===== src/rtl/rf_write_arbiter_if.sv =====
// Writeback bus between two result sources, the register-file write port and the forwarding tap.
// The arbiter takes the slave view; the producers and the register file take the master view.
interface rf_write_arbiter_if #(
    parameter int DATA_W = 32,
    parameter int ADDR_W = 5
) ();
    logic              stall;
    logic              a_valid;
    logic              a_ready;
    logic [ADDR_W-1:0] a_addr;
    logic [DATA_W-1:0] a_data;
    logic              b_valid;
    logic              b_ready;
    logic [ADDR_W-1:0] b_addr;
    logic [DATA_W-1:0] b_data;
    logic              wr_en;
    logic [ADDR_W-1:0] wr_addr;
    logic [DATA_W-1:0] wr_data;
    logic [ADDR_W-1:0] rd_addr;
    logic              fwd_hit;
    logic [DATA_W-1:0] fwd_data;

    modport slave (
        input  stall, a_valid, a_addr, a_data, b_valid, b_addr, b_data, rd_addr,
        output a_ready, b_ready, wr_en, wr_addr, wr_data, fwd_hit, fwd_data
    );

    modport master (
        output stall, a_valid, a_addr, a_data, b_valid, b_addr, b_data, rd_addr,
        input  a_ready, b_ready, wr_en, wr_addr, wr_data, fwd_hit, fwd_data
    );
endinterface


===== src/rtl/rf_write_arbiter.sv =====
// Round-robin arbiter of two writeback sources onto one register-file write port; accept in N -> write in N+1.
// Backpressure: stall or reset drops both readies; the loser of a contention waits at most one cycle.
module rf_write_arbiter #(
    parameter int DATA_W = 32,
    parameter int ADDR_W = 5
) (
    input  logic                clk,
    input  logic                rst_n,
    rf_write_arbiter_if.slave   bus
);

    logic              last_grant_q, last_grant_d;
    logic              wr_en_q, wr_en_d;
    logic [ADDR_W-1:0] wr_addr_q, wr_addr_d;
    logic [DATA_W-1:0] wr_data_q, wr_data_d;
    logic              a_ready, b_ready;
    logic              accept_a, accept_b;

    // last_grant_q==1 means B won last, so A takes the next contention.
    always_comb begin
        a_ready = 1'b0;
        b_ready = 1'b0;
        if (rst_n && !bus.stall) begin
            if (bus.a_valid && (!bus.b_valid || last_grant_q)) begin
                a_ready = 1'b1;
            end else if (bus.b_valid) begin
                b_ready = 1'b1;
            end
        end
    end

    assign accept_a = bus.a_valid & a_ready;
    assign accept_b = bus.b_valid & b_ready;

    always_comb begin
        last_grant_d = last_grant_q;
        wr_en_d      = 1'b0;
        wr_addr_d    = wr_addr_q;
        wr_data_d    = wr_data_q;
        if (accept_a) begin
            last_grant_d = 1'b0;
            wr_en_d      = |bus.a_addr;
            wr_addr_d    = bus.a_addr;
            wr_data_d    = bus.a_data;
        end else if (accept_b) begin
            last_grant_d = 1'b1;
            wr_en_d      = |bus.b_addr;
            wr_addr_d    = bus.b_addr;
            wr_data_d    = bus.b_data;
        end
    end

    always_ff @(posedge clk or negedge rst_n) begin
        if (!rst_n) begin
            last_grant_q <= 1'b1;
            wr_en_q      <= 1'b0;
            wr_addr_q    <= '0;
            wr_data_q    <= '0;
        end else begin
            last_grant_q <= last_grant_d;
            wr_en_q      <= wr_en_d;
            wr_addr_q    <= wr_addr_d;
            wr_data_q    <= wr_data_d;
        end
    end

    assign bus.a_ready  = a_ready;
    assign bus.b_ready  = b_ready;
    assign bus.wr_en    = wr_en_q;
    assign bus.wr_addr  = wr_addr_q;
    assign bus.wr_data  = wr_data_q;
    assign bus.fwd_hit  = wr_en_q && (bus.rd_addr == wr_addr_q) && (bus.rd_addr != '0);
    assign bus.fwd_data = wr_data_q;

endmodule


===== src/flat_wrapper.sv =====
// flat-port wrapper written by rule: the top's interface ports become plain ports
module rf_write_arbiter_flat 
#(
    parameter int DATA_W = 32,
    parameter int ADDR_W = 5
)
  (clk, rst_n, bus_stall, bus_a_valid, bus_a_addr, bus_a_data, bus_b_valid, bus_b_addr, bus_b_data, bus_rd_addr, bus_a_ready, bus_b_ready, bus_wr_en, bus_wr_addr, bus_wr_data, bus_fwd_hit, bus_fwd_data);
  rf_write_arbiter_if #(.DATA_W(DATA_W), .ADDR_W(ADDR_W)) bus_i ();
  input  logic clk;
  input  logic rst_n;
  input wire logic [$bits(bus_i.stall)-1:0] bus_stall;
  input wire logic [$bits(bus_i.a_valid)-1:0] bus_a_valid;
  input wire logic [$bits(bus_i.a_addr)-1:0] bus_a_addr;
  input wire logic [$bits(bus_i.a_data)-1:0] bus_a_data;
  input wire logic [$bits(bus_i.b_valid)-1:0] bus_b_valid;
  input wire logic [$bits(bus_i.b_addr)-1:0] bus_b_addr;
  input wire logic [$bits(bus_i.b_data)-1:0] bus_b_data;
  input wire logic [$bits(bus_i.rd_addr)-1:0] bus_rd_addr;
  output wire logic [$bits(bus_i.a_ready)-1:0] bus_a_ready;
  output wire logic [$bits(bus_i.b_ready)-1:0] bus_b_ready;
  output wire logic [$bits(bus_i.wr_en)-1:0] bus_wr_en;
  output wire logic [$bits(bus_i.wr_addr)-1:0] bus_wr_addr;
  output wire logic [$bits(bus_i.wr_data)-1:0] bus_wr_data;
  output wire logic [$bits(bus_i.fwd_hit)-1:0] bus_fwd_hit;
  output wire logic [$bits(bus_i.fwd_data)-1:0] bus_fwd_data;
  assign bus_i.stall = bus_stall;
  assign bus_i.a_valid = bus_a_valid;
  assign bus_i.a_addr = bus_a_addr;
  assign bus_i.a_data = bus_a_data;
  assign bus_i.b_valid = bus_b_valid;
  assign bus_i.b_addr = bus_b_addr;
  assign bus_i.b_data = bus_b_data;
  assign bus_i.rd_addr = bus_rd_addr;
  assign bus_a_ready = bus_i.a_ready;
  assign bus_b_ready = bus_i.b_ready;
  assign bus_wr_en = bus_i.wr_en;
  assign bus_wr_addr = bus_i.wr_addr;
  assign bus_wr_data = bus_i.wr_data;
  assign bus_fwd_hit = bus_i.fwd_hit;
  assign bus_fwd_data = bus_i.fwd_data;
  rf_write_arbiter #(.DATA_W(DATA_W), .ADDR_W(ADDR_W)) u_core (.clk(clk), .rst_n(rst_n), .bus(bus_i));
endmodule

===== config.mk =====
export PLATFORM = sky130hd
export DESIGN_NAME = rf_write_arbiter_flat
export DESIGN_NICKNAME = d
export VERILOG_FILES = /design/src/rtl/rf_write_arbiter_if.sv /design/src/rtl/rf_write_arbiter.sv /design/src/flat_wrapper.sv
export SDC_FILE = /design/constraint.sdc
export NUM_CORES = 1
export LEC_CHECK = 0
export ABC_AREA = 1
export ABC_CLOCK_PERIOD_IN_PS = 3900
export BUFFER_PORTS_ARGS = -buffer_cell sky130_fd_sc_hd__buf_4
export CAP_MARGIN = 0
export CORE_AREA = 2 2 78 80
export DETAILED_ROUTE_END_ITERATION = 10
export DIE_AREA = 0 0 80 82
export PLACE_DENSITY_LB_ADDON = 0.25
export RECOVER_POWER = 25
export SLEW_MARGIN = 10
export SYNTH_ARGS = -nofsm -noshare
export SYNTH_HDL_FRONTEND = slang
export SYNTH_SLANG_ARGS = --single-unit

===== constraint.sdc =====
create_clock -name clk -period 3.9 [get_ports clk]
set_clock_uncertainty 0.05 [all_clocks]
set_input_delay 0.195 -clock clk [delete_from_list [all_inputs] [get_ports clk]]
set_output_delay 0.195 -clock clk [all_outputs]
set_load 0.1 [all_outputs]

After elaboration in Yosys (flattened, before gate mapping)
Index checks and enable logic that the tools add are counted.
- bits in registers: 39
- input bits: 84
- muxes and demuxes: 13
- reduce and logical (&&, ||, !) cells: 11
- bitwise logic cells: 2
- eq/ne operators: 1
- operators with widths (cell ; number):
    $mux 32 ; 2
    $mux 5 ; 2
    $reduce_or 5->1 ; 2
    $mux 1 ; 9
    $eq 5x5->1 ; 1
    $reduce_bool 5->1 ; 1
    $logic_and 1x1->1 ; 4
    $and 1x1->1 ; 2
    $logic_not 1->1 ; 2
    $reduce_bool 2->1 ; 1
    $logic_or 1x1->1 ; 1

Longest topological paths before layout
- depth in word-level cells: 8
- depth in mapped cells: 8

Worst setup path after synthesis
OpenSTA, ideal clock, no wires.
- path type: register -> output
- start: register u_core.wr_addr_q[0] (netlist: u_core.bus.wr_addr[0])
- end: output bus_fwd_hit
- path slack: 1.007 ns
- stages on the path, launching flop included: 7
- data arrival time: 2.648 ns
- cells stage by stage: dfrtp_1 -> inv_1 -> nand2_1 -> nand2_1 -> nor2_1 -> nand3_1 -> nor2_1
- longest elaborated chain between the ends: 3
- ends and longest elaborated chain (what ; RTL line ; RTL):
    from (decl) ; rf_write_arbiter.sv:14 ; logic [ADDR_W-1:0] wr_addr_q, wr_addr_d;
    from (signal assigned) ; rf_write_arbiter.sv:62 ; wr_addr_q <= wr_addr_d;
    $eq 5x5->1 ; rf_write_arbiter.sv:72 ; assign bus.fwd_hit = wr_en_q && (bus.rd_addr == wr_addr_q) && (bus.rd_addr != '0);
    $logic_and 1x1->1 (2 in series) ; rf_write_arbiter.sv:72 ;
    to (decl) ; flat_wrapper.sv:24 ; output wire logic [$bits(bus_i.fwd_hit)-1:0] bus_fwd_hit;
No other way between the ends.

Final worst setup path
- start: input rst_n
- end: output bus_a_ready
- longest elaborated chain between the ends: 2
- ends and longest elaborated chain (what ; RTL line ; RTL):
    from (decl) ; flat_wrapper.sv:10 ; input logic rst_n;
    $logic_and 1x1->1 ; rf_write_arbiter.sv:23 ; if (rst_n && !bus.stall) begin
    $mux 1 ; rf_write_arbiter.sv:23 ;
    to (decl) ; flat_wrapper.sv:19 ; output wire logic [$bits(bus_i.a_ready)-1:0] bus_a_ready;
No other way between the ends.

==> run_results.csv <==
group,metric,value,unit
status,status,"complete, no violations",
logic_synthesis,synthDominantCellAreaShare,35.9,%
cts,cts_made_buffers,5,
power,vdd_drop_max,0.366,mV
floorplan,initial_core_util,46.1,%
detailed_routing,drt_pass1_iterations,6,
logic_synthesis,seq_area_frac_synth,36.9,%
cts,cts_sinks,39,
grt,grt_max_degree,43,
timing,final_hold_viol_count,0,
placed_design,gp_congestion,0.867,
logic_synthesis,yosysTopAreaCell,"dfrtp_1",
final_layout,multi_input_area,1090,sq um
logic_synthesis,ys_seq_elements,39,
cts,clock_path_buffers,2,
grt,use_met1,27.5,%
cts,cts_max_level,2,
setup_path,cp.required,3.65,ns
floorplan,rows,28,
grt,track_usage,22.3,%
logic_synthesis,synth_edf_count,0,
detailed_routing,vias_per_cell,4.76,
grt,grt_pass1_vias,2553,
power,power_density,659,nW/um^2
grt,grt_pass1_wl,11.6,mm
power,cellLeakagePower,2.13,nW
cts,cts-root-buf,"clkbuf_8",
final_layout,area_growth_syn_to_layout,38.1,%
detailed_routing,drtIter0Drc,124,
logic_synthesis,synth.distinct_cells,17,
cts,cts_resized,0,
power,internal_power,0.000918,W
setup_path,r2r_end,"u_core.bus.wr_addr[4]$_DFFE_PN0P_",
floorplan,die_y,82,microns
logic_synthesis,synthTopCellsByArea,"dfrtp_1, nor2_1, nand2_1",
job,maxCapViolations,0,
setup_path,worstSetupPathType,"in2out",
floorplan,die_w,80,microns
cts,postCtsSetupRepairBufs,0,
final_layout,diodes,0,
cts,worst_skew_pair.late_latency,0.28,ns
detailed_routing,via_count,2815,
grt,met2_usage,39.4,%
grt,antenna_found_initial,0,
timing,period_minus_slack,3.06,ns
setup_path,crit_arrival,2.82,ns
cts,postCtsHoldBufs,1,
power,p_sw,0.00149,W
worst_hold_path,worstHoldStart,"bus_a_addr[3]",
final_layout,fin_nets,600,
worst_hold_path,hp-class,"in2reg",
grt,grt_busiest_layer,"met2",
final_layout,drive_gt1_share,33.3,%
setup_path,end_kind,"primary output",
floorplan,core_area,5750,sq um
placed_design,dp_hpwl,5.23,mm
detailed_routing,drc_errors,0,
logic_synthesis,synthFlopType,"dfrtp_1",
setup_path,max_stage_delay,0.77,ns
timing,drv_slew,0,
timing,final.setup.tns,0,ns
timing,worst_pin_slew,0.876,ns
worst_hold_path,holdPathEnd,"u_core.bus.wr_addr[3]$_DFFE_PN0P_",
final_layout,final_util,63.7,%
final_layout,regArea,977,sq um
timing,slew_headroom,41.5,%
power,p_clk_share,11.4,%
setup_path,path_cells,"dlygate4sd3_1, clkbuf_1, inv_2, nor2_4, buf_4, nand3_2, inv_1, buf_4",
timing,fin_crit_sh,78.5,%
setup_path,critPathLaunchType,"primary input",
setup_path,reg2reg_slack,1.57,ns
logic_synthesis,avgSynthCellArea,6.58,sq um
power,switching_share,61.9,%
timing,fmax,0.327,GHz
logic_synthesis,async_flop_share,100,%
logic_synthesis,yosysMostFrequentCell,"nor2_1",
detailed_routing,postRouteAntennaNets,0,
setup_path,cp_common_cell,"buf_4",
logic_synthesis,synth_area,2650,sq um
setup_path,reg2reg_depth,6,
worst_hold_path,min_path_cells,3,
floorplan,io_pins,157,
floorplan,fp.dieArea,6560,sq um
final_layout,fillCellCount,548,
timing,setup_violations,0,
detailed_routing,wirelength,7.28,mm
grt,met3_usage,5.71,%
logic_synthesis,synth_cells,403,
setup_path,path_delay_family,"buffers and inverters",
logic_synthesis,syn_nets,487,
cts,tritoncts,"done",
setup_path,crit_buf_inv,6,
setup_path,crit_slowest_cell,"nand3_2",
logic_synthesis,ys_warn_count,0,
detailed_routing,wl_per_cell,12.3,microns
placed_design,port_buffers,156,
power,pwr-share-comb,65.5,%
grt,grt_overflow_total,0,
setup_path,critical_path_peak_fanout,42,
cts,clk_pin_slew,0.07,ns
power,p_seq_share,23.1,%
timing,rsz0062_at_grt,"false",
setup_path,r2r_start,"u_core.last_grant_q$_DFFE_PN1P_",
logic_synthesis,synth_commonest_cells,"nor2_1, nand2_1, inv_1, buf_4, dfrtp_1",
[how the worst max path moves through the flow]
stage                                         endpoint  slack (ns)                         startpoint  cells past startpoint
global placement    u_core.bus.fwd_data[0]$_DFFE_PN0P_        1.41                          bus_stall                      7
CTS                                        bus_a_ready        0.93                              rst_n                      8
finish                                     bus_a_ready        0.84                              rst_n                      8
global route                               bus_a_ready        0.61                              rst_n                      8
floorplan                                  bus_fwd_hit        1.01  u_core.bus.wr_addr[0]$_DFFE_PN0P_                      6
detailed placement   u_core.bus.wr_addr[4]$_DFFE_PN0P_        1.31                          bus_stall                      7
[stage by stage]
step / hold slack (ns) / std cells / worst slack (ns) / cell area [sq um] / total power, W
after floorplan: -0.151 / 403 / 1.01 / 2650 / 0.00189
after global placement: 0.282 / 583 / 1.41 / 3570 / 0.00214
after detailed placement: 0.281 / 583 / 1.31 / 3570 / 0.00215
after CTS: 0.0892 / 591 / 0.925 / 3660 / 0.00243
after global routing: 0.0966 / 591 / 0.606 / 3660 / 0.00251
final: 0.0954 / 591 / 0.840 / 3660 / 0.00241
[flip-flops by register name, summed over array words and instances, names as in the netlist]
name / cells
u_core.bus.fwd_data: 32
u_core.bus.wr_addr: 5
u_core.bus.wr_en: 1
u_core.last_grant_q: 1
[worst reg2reg max path, delay by kind of cell, from the launching register on]
kind | cells | cell delay [ns]
buf+inv | 1 | 0.04
flops | 1 | 0.53
simple gates | 5 | 1.66
[final cells by class]
type | instances | share of cell area (%)
repair buffers | 161 | 33.0
multi-input cells | 256 | 29.9
flip-flops and latches | 39 | 26.7
inverters | 53 | 5.44
well taps | 75 | 2.56
clock buffers | 6 | 2.26
clock inverters | 1 | 0.137
[cell usage in the layout (no fill, tap or decap), drive strengths merged]
| cell type | netlist | layout |
|---|---|---|
| a21oi | 1 | 1 |
| buf | 54 | 159 |
| clkbuf | 1 | 7 |
| clkinv | 0 | 1 |
| dfrtp | 38 | 38 |
| dfstp | 1 | 1 |
| dlygate4sd3 | 0 | 1 |
| inv | 53 | 53 |
| nand2 | 92 | 92 |
| nand3 | 11 | 11 |
| nand4 | 36 | 36 |
| nor2 | 113 | 113 |
| o21ai | 3 | 3 |
[power groups by stage]
stage | Sequential [W] | Clock, W | Combinational, W
CTS | 0.000559 | 0.000282 | 0.00159
global placement | 0.000563 | 0 | 0.00157
finish | 0.000558 | 0.000274 | 0.00158
global route | 0.000572 | 0.000303 | 0.00163
floorplan | 0.00112 | 0 | 0.000766
detailed placement | 0.000565 | 0 | 0.00158
[cell families (layout without fill, tap and decap cells)]
group | after synthesis | after routing | share of synthesized area, %
buffers and inverters | 108 | 221 | 22.0
AO/OA/AOI/OAI | 4 | 4 | 0.755
AND/OR/NAND/NOR | 252 | 252 | 40.4
flip-flops | 39 | 39 | 36.9
[routing by layer]
layer  vias to the layer above  share of wire, %  routed length [microns]
li1                       1419                 -                        -
met1                      1276                41                     2950
met2                       118                51                     3700
met3                         2               8.2                      596
met4                         0              0.43                       31
met5                         -                 0                        0
(Power assumes the default switching activity.)
